[src/rtl/fetch_stage.sv]
// Instruction-fetch stage: issues req/ack reads at the current PC, steers the
// PC's next value, and delivers words into a valid/stall IF/ID register via a one-entry skid buffer.
module fetch_stage #(
  parameter int XLEN    = 32,
  parameter int PC_STEP = 4
) (
  input  logic            clk,
  input  logic            reset,
  input  logic [XLEN-1:0] pc,
  output logic [XLEN-1:0] next_pc,
  output logic            imem_req,
  output logic [XLEN-1:0] imem_addr,
  input  logic            imem_ack,
  input  logic [XLEN-1:0] imem_rdata,
  input  logic            branch_taken,
  input  logic [XLEN-1:0] branch_target,
  input  logic            id_stall,
  output logic            if_valid,
  output logic [XLEN-1:0] if_instr,
  output logic [XLEN-1:0] if_pc
);

  localparam logic [1:0] FETCH = 2'd0;
  localparam logic [1:0] FULL  = 2'd1;
  localparam logic [1:0] DRAIN = 2'd2;

  logic [1:0]      state;
  logic [XLEN-1:0] skid_instr;
  logic [XLEN-1:0] skid_pc;
  logic [XLEN-1:0] drain_addr;
  logic [XLEN-1:0] pc_inc;
  logic            slot_free;

  assign slot_free = !if_valid || !id_stall;
  assign pc_inc    = pc + XLEN'(PC_STEP);

  // FULL owns a word already, so no request may be outstanding there.
  assign imem_req  = !reset && (state != FULL);
  // DRAIN keeps presenting the abandoned address; pc already holds the redirect target.
  assign imem_addr = (state == DRAIN) ? drain_addr : pc;

  // The PC register loads every edge, so "hold" must be driven explicitly.
  always_comb begin
    // NOTE: default first so every path assigns next_pc and no latch is inferred.
    next_pc = pc;
    if (!reset) begin
      if (branch_taken)
        next_pc = branch_target;
      else if (state == FETCH && imem_ack)
        next_pc = pc_inc;
    end
  end

  always_ff @(posedge clk) begin
    // NOTE: non-blocking assignments so every register samples pre-edge values.
    if (reset) begin
      state      <= FETCH;
      if_valid   <= 1'b0;
      if_instr   <= '0;
      if_pc      <= '0;
      skid_instr <= '0;
      skid_pc    <= '0;
      drain_addr <= '0;
    end else if (branch_taken) begin
      // Flush: IF/ID and skid contents are dropped, any same-cycle ack is discarded.
      if_valid <= 1'b0;
      case (state)
        FETCH: begin
          if (!imem_ack) begin
            state      <= DRAIN;
            drain_addr <= pc;
          end
        end
        DRAIN: begin
          if (imem_ack) state <= FETCH;
        end
        default: state <= FETCH;
      endcase
    end else begin
      case (state)
        FETCH: begin
          if (imem_ack) begin
            if (slot_free) begin
              if_valid <= 1'b1;
              if_instr <= imem_rdata;
              if_pc    <= pc;
            end else begin
              skid_instr <= imem_rdata;
              skid_pc    <= pc;
              state      <= FULL;
            end
          end else if (slot_free) begin
            if_valid <= 1'b0;
          end
        end
        FULL: begin
          if (slot_free) begin
            if_valid <= 1'b1;
            if_instr <= skid_instr;
            if_pc    <= skid_pc;
            state    <= FETCH;
          end
        end
        DRAIN: begin
          if (imem_ack) state <= FETCH;
          if (slot_free) if_valid <= 1'b0;
        end
        default: state <= FETCH;
      endcase
    end
  end

endmodule

[config.mk]
export PLATFORM = sky130hd
export DESIGN_NAME = fetch_stage
export DESIGN_NICKNAME = d
export VERILOG_FILES = /design/src/rtl/fetch_stage.sv
export SDC_FILE = /design/constraint.sdc
export NUM_CORES = 1
export LEC_CHECK = 0
export ABC_AREA = 1
export ABC_CLOCK_PERIOD_IN_PS = 1800
export CAP_MARGIN = 15
export CORE_MARGIN = 3
export CORE_UTILIZATION = 43
export CTS_CLUSTER_DIAMETER = 80
export CTS_CLUSTER_SIZE = 12
export DETAILED_ROUTE_END_ITERATION = 7
export PLACE_DENSITY = 0.77
export REMOVE_ABC_BUFFERS = 1
export SYNTH_ARGS = -nofsm -noshare
export SYNTH_HDL_FRONTEND = slang
export SYNTH_SLANG_ARGS = --single-unit
[constraint.sdc]
create_clock -name clk -period 1.8 [get_ports clk]
set_input_delay 0.36 -clock clk [delete_from_list [all_inputs] [get_ports clk]]
set_output_delay 0.36 -clock clk [all_outputs]
set_load 0.05 [all_outputs]
==> flow_summary.yaml <==
status:
  status: "complete, but fails checks"
  violations: "negative setup slack"
logic_synthesis:
  syn_area_per_cell_um2: 6.83
  synthXorXnorAreaFrac: 0.00446
  synth_flop_cell: "dfxtp_1"
  yosysWarnings: 0
  synth_area_leaders: "dfxtp_1, nand2_1, o21ai_0"
  synth_cells: 1149
  ys_types: 31
  yosys-top-cells-count: "nand2_1, o21ai_0, dfxtp_1"
  async_flop_share: 0
  synth_edf_count: 0
  synthMuxAreaShare: 0
  synth_top_area_cell: "dfxtp_1"
  synth-adder-area-share: 0.00797
  synth_top_family_by_area: "compound AO/OA/AOI/OAI gates"
  synthSimpleGateAreaFrac: 0.229
  synth_compound_area_frac: 0.258
  yosysMostFrequentCell: "nand2_1"
  ys_ff_latch: 163
  synth_seq_area_share: 0.416
  syn_area_um2: 7850
  synth_top_area_share: 0.416
place:
  dp.cells: 1696
  dpl_cell_area_um2: 12000
  place_congestion: 0.948
  port-buffer-count: 230
  dp_slack_ns: -0.728
  dp_hpwl_mm: 19.5
critical_path:
  end_kind: "output port"
  worst-setup-path-type: "input pin to output port"
  path_cells: "dlygate4sd2_1 > nand2_1 > nor2_4 > nand2_1 > nor2_4 > nand2_1 > nand2_1 > nand3_1 > nand3_2 > buf_12"
  cp_common_cell: "nand2_1"
  critPathRequiredTime_ns: 1.44
  critPathSlowestCell: "dlygate4sd2_1"
  path_max_fanout: 6
  crit_path_start_kind: "input pin"
  crit_family: "simple AND/OR/NAND/NOR gates"
  crit_buf_inv: 2
  max_stage_delay_ns: 0.36
  critPathArrivalTime_ns: 2.22
timing:
  fin_tns_setup_ns: -45.28
  max_slew_margin: 0.594
  timing.fmax_mhz: 388
  worst_slew_pin_slew_ns: 0.609
  slew_violations: 0
  finalSetupViolCount: 127
  finalCritPeriodShare: 1.43
  hold_violations: 0
  grt_setup_unrepaired: "true"
  finalCriticalPeriod_ns: 2.58
  skew_ns: 0.0108
  fin_ws_ns: -0.775
clocking:
  cts-root-buf: "clkbuf_16"
  cts_max_path_buffers: 2
  cts_made_buffers: 17
  cts_tree: "built"
  clkTransAtPathRegs_ns: 0.07
  htreeDepth: 4
  insertion_delay_ns: 0.43
  clkSinkCount: 163
cells_and_area:
  area_growth_pct: 84.2
  drive_gt1_frac: 0.361
  fillCellCount: 948
  stdcell_count: 1765
  finalInstanceArea_um2: 14500
  nets: 1632
run:
  maxCapViolCount: 0
power:
  switching_power_w: 0.00506
  p_comb_frac: 0.413
  finalPower_w: 0.0132
  seqPwrFrac: 0.310
  clkPwrFrac: 0.277
  ir_worst_vdd_v: 0.000764
  swShare: 0.383
  powerDensity_nw_per_um2: 913
  p_leak_nw: 6.35
  p_int_w: 0.00814
global_routing:
  grt_max_degree: 54
  grt_pass1_vias: 10040
  grt_pass1_wl_mm: 53.1
  grt.overflow.total: 0
  antenna_found_initial: 1
  track_usage: 0.331
hold_path:
  hp-class: "input pin to register"
drt:
  first_pass_iters: 7
  wl_per_cell_um: 23.1
  vias: 11079
  drc_errors: 0
  drt-initial-drc-count: 1415
  drt_wl_total_mm: 40.9
  vias_per_cell: 6.28
  ant_nets: 0
die:
  num_rows: 48
  start_util: 0.446
  fp.dieH_um: 141
  ios: 231
  coreArea_um2: 17600
  fp.dieW_um: 141
  dieArea_um2: 19900
[layout make-up]
cell class,count,area [um^2],area share
Clock buffer,17,425,0.0294
Inverter,79,318,0.0220
Tap cell,225,282,0.0195
Clock inverter,15,148,0.0102
Multi-Input combinational cell,827,4900,0.339
Timing Repair Buffer,438,5110,0.354
Antenna cell,1,2.50,0.000173
Sequential cell,163,3270,0.226
[flip-flops by register name, indices dropped and copies added (netlist names), named ones only]
| name | flops |
|---|---|
| if_instr | 32 |
| skid_pc | 32 |
| drain_addr | 32 |
| skid_instr | 32 |
| state | 2 |
| if_pc | 32 |
[placed cells by master, fill, tap and decap left out, types with 5 or more instances in the layout]
cell type,instances
a21oi_1,84
a31oi_1,59
buf_12,87
buf_16,9
buf_4,206
buf_6,21
buf_8,5
clkbuf_16,23
clkdlybuf4s50_1,83
dfxtp_1,161
dlygate4sd2_1,12
inv_1,69
inv_2,5
inv_6,5
nand2_1,235
nand2_2,35
nand2_4,16
nand3_1,28
nand3_2,27
nand3_4,7
nand4_1,6
nor2_1,47
nor2_2,12
nor2_4,15
o211ai_1,5
o21ai_0,123
o21ai_1,53
o21ai_2,23
o21ai_4,18
[worst reg2reg max path: cells and delay by family (launching register included)]
family                     cells  cell delay, ns
AOI/OAI and AO/OA              3            0.49
adders and majority gates      1            0.17
buffers and inverters          7            0.87
DFF                            1            0.33
and+or+nand+nor                2            0.21
[repair_timing]
action	CTS	global route
resized for setup	217	179
hold buffers	0	0
pin swaps	40	41
buffers inserted	26	19
endpoints found under the setup margin	118	134
gates cloned	18	6
[cell families (layout without fill, tap and decap cells)]
family | after synthesis | in the layout
and+or+nand+nor | 437 | 437
adders and majority gates | 5 | 5
AOI/OAI and AO/OA | 381 | 381
xor gates and xnor gates | 4 | 4
DFF | 163 | 163
other | 0 | 1
buffers and inverters | 159 | 549
[metal layers]
layer  vias to the layer above  wire length (um)  GRT usage
met2                      1029             18400      0.543
met4                         0              3530      0.177
met3                       353              5140     0.0600
met1                      5050             13800      0.413
li1                       4647                 -          -
met5                         -                 0          0
[metrics by stage]
step | util | hold WS (ns)
3_5_place_dp | 0.681 | 0.458
2_1_floorplan | - | 0.438
3_3_place_gp | 0.681 | 0.453
4_1_cts | 0.786 | 0.414
6_report | 0.821 | 0.454
5_1_grt | 0.821 | 0.458
[worst paths after layout]
path	to	from	cells past startpoint	slack [ns]
setup / recovery	next_pc[16]	pc[9]	10	-0.78
hold / removal	if_pc[6]$_SDFFE_PP0P_	pc[6]	3	0.45
setup reg to reg	if_pc[19]$_SDFFE_PP0P_	state[1]$_SDFFE_PP0P_	13	-0.42
hold reg to reg	if_instr[11]$_SDFFE_PP0P_	skid_instr[11]$_SDFFE_PP0P_	2	0.46
[power groups by stage]
stage          combinational [W]  clock (W)  sequential, W
6_report                 0.00545    0.00366        0.00410
5_1_grt                  0.00560    0.00380        0.00412
4_1_cts                  0.00498    0.00362        0.00405
3_5_place_dp             0.00422          0        0.00411
3_3_place_gp             0.00418          0        0.00410
2_1_floorplan            0.00148          0        0.00470
No activity file was read; power rests on OpenSTA's default activity.
